$ cat src/rtl/alu_req_arbiter.sv
// alu_req_arbiter
//   Shares one external 8-bit combinational ALU between two requesters.
//   A request is granted in IDLE, its operands are registered onto the alu_*
//   bus, the result is captured one cycle later, and it is returned on a
//   single response channel tagged with the owning requester's ID.
//
// Parameters:
//   FIXED_PRIO  0 = round-robin on ties, 1 = requester 0 always wins ties
//
// Optional feature (compile-time macro ALU_ZERO_FLAG_EN):
//   adds output rsp_zero, set when the captured result is 8'h00.
//
// Ports:
//   clk, rst_n                 clock (rising edge), async active-low reset
//   req_valid[1:0]             per-requester valid
//   req_ready[1:0]             per-requester accept strobe (one-hot or zero)
//   req_a, req_b [15:0]        operands {req1, req0}
//   req_op [5:0]               ALU selects {req1, req0}
//   rsp_valid/rsp_ready        response handshake
//   rsp_id, rsp_data, rsp_carry response payload
//   alu_a, alu_b, alu_sel      registered operands/select to the ALU
//   alu_out, alu_cout          combinational ALU result and carry of A+B
//   rsp_zero                   zero flag (only with ALU_ZERO_FLAG_EN)
//
// state | meaning
// ------+-----------------------------------------------------------
// IDLE  | waiting for a request; grants and latches operands
// EXEC  | ALU settles on registered inputs; result captured at edge
// RESP  | response held valid until rsp_ready

module alu_req_arbiter #(
    parameter int FIXED_PRIO = 0
) (
    input  logic        clk,
    input  logic        rst_n,
    input  logic [1:0]  req_valid,
    output logic [1:0]  req_ready,
    input  logic [15:0] req_a,
    input  logic [15:0] req_b,
    input  logic [5:0]  req_op,
    output logic        rsp_valid,
    input  logic        rsp_ready,
    output logic        rsp_id,
    output logic [7:0]  rsp_data,
    output logic        rsp_carry,
    output logic [7:0]  alu_a,
    output logic [7:0]  alu_b,
    output logic [2:0]  alu_sel,
    input  logic [7:0]  alu_out,
    input  logic        alu_cout
`ifdef ALU_ZERO_FLAG_EN
    ,
    output logic        rsp_zero
`endif
);

    localparam logic [1:0] IDLE = 2'd0;
    localparam logic [1:0] EXEC = 2'd1;
    localparam logic [1:0] RESP = 2'd2;

    logic [1:0] state;
    logic       last_grant;
    logic       grant_id;

    always_comb begin
        grant_id = 1'b0;
        case (req_valid)
            2'b01:   grant_id = 1'b0;
            2'b10:   grant_id = 1'b1;
            2'b11:   grant_id = (FIXED_PRIO != 0) ? 1'b0 : ~last_grant;
            default: grant_id = 1'b0;
        endcase
    end

    always_comb begin
        req_ready = 2'b00;
        if (state == IDLE && req_valid != 2'b00) begin
            req_ready = grant_id ? 2'b10 : 2'b01;
        end
    end

    always_ff @(posedge clk or negedge rst_n) begin
        if (!rst_n) begin
            state      <= IDLE;
            last_grant <= 1'b1;   // requester 0 wins the first tie
            rsp_valid  <= 1'b0;
            rsp_id     <= 1'b0;
            rsp_data   <= 8'h00;
            rsp_carry  <= 1'b0;
            alu_a      <= 8'h00;
            alu_b      <= 8'h00;
            alu_sel    <= 3'b000;
        end else begin
            case (state)
                IDLE: begin
                    if (req_valid != 2'b00) begin
                        alu_a      <= grant_id ? req_a[15:8] : req_a[7:0];
                        alu_b      <= grant_id ? req_b[15:8] : req_b[7:0];
                        alu_sel    <= grant_id ? req_op[5:3] : req_op[2:0];
                        rsp_id     <= grant_id;
                        last_grant <= grant_id;
                        state      <= EXEC;
                    end
                end
                EXEC: begin
                    rsp_data  <= alu_out;
                    // the ALU always reports the carry of A+B; only add owns it
                    rsp_carry <= (alu_sel == 3'b000) ? alu_cout : 1'b0;
                    rsp_valid <= 1'b1;
                    state     <= RESP;
                end
                RESP: begin
                    if (rsp_ready) begin
                        rsp_valid <= 1'b0;
                        state     <= IDLE;
                    end
                end
                default: state <= IDLE;
            endcase
        end
    end

`ifdef ALU_ZERO_FLAG_EN
    always_ff @(posedge clk or negedge rst_n) begin
        if (!rst_n) begin
            rsp_zero <= 1'b0;
        end else if (state == EXEC) begin
            rsp_zero <= (alu_out == 8'h00);
        end
    end
`endif

endmodule
$ cat config.mk
export PLATFORM = sky130hd
export DESIGN_NAME = alu_req_arbiter
export DESIGN_NICKNAME = d
export VERILOG_FILES = /design/src/rtl/alu_req_arbiter.sv
export SDC_FILE = /design/constraint.sdc
export NUM_CORES = 1
export LEC_CHECK = 0
export CAP_MARGIN = 25
export CORE_MARGIN = 4
export CORE_UTILIZATION = 37
export CTS_CLUSTER_SIZE = 14
export DETAILED_ROUTE_END_ITERATION = 6
export PLACE_DENSITY = 0.86
export SLEW_MARGIN = 15
export SYNTH_ARGS = -nofsm -noshare
export SYNTH_HDL_FRONTEND = slang
export SYNTH_SLANG_ARGS = --single-unit
$ cat constraint.sdc
create_clock -name clk -period 1.9 [get_ports clk]
set_clock_uncertainty 0.05 [all_clocks]
set_input_delay 0.19 -clock clk [delete_from_list [all_inputs] [get_ports clk]]
set_output_delay 0.19 -clock clk [all_outputs]
set_load 0.05 [all_outputs]
==> results.py <==
metrics = {
    "outcome": {
        "status": "completed",
    },
    "critical_path": {
        "cp.arrival_ps": 1490,
        "crit_buf_inv": 1,
        "critPathLaunchType": "register",
        "path_max_fanout": 20,
        "max_stage_delay_ps": 430,
        "worstPathCellList": "nor2_2, and3_4, buf_12",
        "required_ps": 1660,
        "setup.worst_path.end_class": "primary output",
        "crit_family": "simple AND/OR/NAND/NOR gates",
        "slowest_stage": "dfrtp_1",
        "worstSetupPathType": "register to primary output",
    },
    "power_and_ir_drop": {
        "p_seq_frac": 0.268,
        "powerDensity_mw_per_mm2": 1970,
        "clockPowerShare": 0.139,
        "swShare": 0.455,
        "p_total_mw": 4.77,
        "leakagePower_nw": 1.08,
        "pwr-share-comb": 0.592,
        "ir_drop_uv": 969,
        "internal_power_mw": 2.60,
        "p_sw_mw": 2.17,
    },
    "routing": {
        "vias_per_cell": 5.20,
        "wl_per_cell_um": 17.0,
        "drtAntennaViolNets": 0,
        "wirelength_mm": 4.11,
        "vias": 1259,
        "drtPass1Iterations": 4,
        "route.detailed.drc": 0,
        "drtIter0Drc": 77,
    },
    "global_routing": {
        "grt_pass1_vias": 1287,
        "grt_util_all_layers": 0.171,
        "grt_max_degree": 34,
        "grt-ovfl-total": 0,
        "grt_antenna_before_repair": 0,
        "grt_pass1_wl_mm": 6.40,
    },
    "placed_design": {
        "pre_cts_slack_ps": 206,
        "dpl_cell_area_mm2": 0.00230,
        "dpl.cell_count": 234,
        "gp_congestion": 0.776,
        "hpwl_mm": 3.18,
        "portBuffers": 83,
    },
    "cts": {
        "tritoncts": "yes",
        "htree_num_levels": 2,
        "worst_skew_pair.late_latency_ps": 280,
        "cts.repair.resized": 0,
        "postCtsHoldBufs": 0,
        "cts_sinks": 33,
        "cts_buffers": 5,
        "clk_pin_slew_worst_paths_ps": 70,
        "cts.path.max_buffers": 2,
        "cts-root-buf": "clkbuf_8",
        "cts_setup_buffers": 0,
    },
    "layout": {
        "layout_commonest_cell": "clkdlybuf4s50_1",
        "instances_no_fill": 242,
        "n_antenna_cell": 0,
        "layout_common_cells": "clkdlybuf4s50_1, dfrtp_1, and3_1, a221o_1, mux2_2",
        "final_layout_size_suffix_gt1_frac": 0.139,
        "final_area_mm2": 0.00242,
        "final_util": 0.660,
        "syn_to_final_growth_pct": 73.0,
        "finalNetCount": 245,
    },
    "synth": {
        "ys_warn_count": 0,
        "syn-cell-area_mm2": 0.00140,
        "ys_seq_area_frac": 0.592,
        "syn_avg_cell_area_um2": 13.2,
        "netlist_instances": 106,
        "synth-seq-cells": 33,
        "synth_edf_count": 0,
        "synthArstFlopShare": 1.00,
        "syn-num-nets": 158,
        "synth-main-ff-cell": "dfrtp_1",
        "ys_types": 23,
    },
    "die": {
        "dieArea_mm2": 0.00482,
        "core_area_mm2": 0.00366,
        "die_width_um": 69.5,
        "die_h_um": 69.5,
        "rows": 22,
        "initial_core_util": 0.382,
        "io_pins": 84,
    },
    "sta": {
        "fin_ws_ps": 172,
        "worstMarginPinSlew_ps": 515,
        "fmax_mhz": 579,
        "slew_headroom": 0.656,
        "hold_violations": 0,
        "tns_ps": 0,
        "finalSetupViolCount": 0,
        "drv_slew": 0,
        "grt_setup_unrepaired": "no",
        "period_needed_ps": 1730,
        "post-route-period-util": 0.909,
        "whs_ps": 262,
    },
    "hold_path": {
        "min_path_type": "primary input to async pin",
    },
    "run": {
        "cap_viol_max_count": 0,
    },
}
==> synth_stat cells (2+ instances only) <==
cell type	number	area (um2)
and3_1	19	119
a21o_1	2	15.0
clkbuf_1	4	15.0
buf_6	2	22.5
a221o_1	19	190
dfrtp_1	32	801
a21oi_1	2	10.0
mux2_2	8	90.1
inv_1	2	7.51
buf_2	3	15.0
==> power by group through the flow <==
stage	Sequential, mW	Combinational (mW)	Clock [mW]
2_1_floorplan	2.34	0.768	0
3_3_place_gp	1.27	2.78	0
3_5_place_dp	1.29	2.84	0
4_1_cts	1.28	2.85	0.674
5_1_grt	1.32	2.95	0.707
6_report	1.28	2.83	0.666
==> state kept, by name, indices dropped and copies added, names as in the netlist <==
| name | flops |
|---|---|
| rsp_id | 1 |
| rsp_valid | 1 |
| alu_a | 8 |
| rsp_carry | 1 |
| alu_b | 8 |
| last_grant | 1 |
| state | 2 |
| rsp_data | 8 |
| alu_sel | 3 |
==> kinds of logic after synthesis <==
group	share of synthesized area
muxes	0.0725
AOI/OAI and AO/OA	0.163
and+or+nand+nor	0.130
DFF	0.592
buffers and inverters	0.0430
==> final timing paths <==
| kind | startpoint | slack, ps | end | depth (start not counted) |
|---|---|---|---|---|
| max | state[1] | 170 | req_ready[0] | 3 |
| min | rst_n | 260 | rsp_data[4] | 2 |
| max reg2reg | last_grant | 420 | alu_a[3] | 4 |
| min reg2reg | rsp_id | 450 | rsp_id | 1 |
| max in group asynchronous | rst_n | 1210 | last_grant | 2 |
| min in group clk | rsp_id | 450 | rsp_id | 1 |
==> per-layer routing <==
layer,track usage,up-vias,part of all wire
met4,0.0521,0,0.0097
met3,0.0681,4,0.064
met2,0.292,49,0.52
li1,-,584,-
met5,0,-,0
met1,0.195,622,0.41
==> layout make-up <==
type,instances,area [um2]
Multi-Input combinational cell,62,510
Inverter,2,7.51
Clock inverter,1,30.0
Timing Repair Buffer,89,896
Sequential cell,33,827
Fill cell,281,1240
Clock buffer,7,86.3
Tap cell,48,60.1
Note: power is estimated with default switching activity, not from simulation.
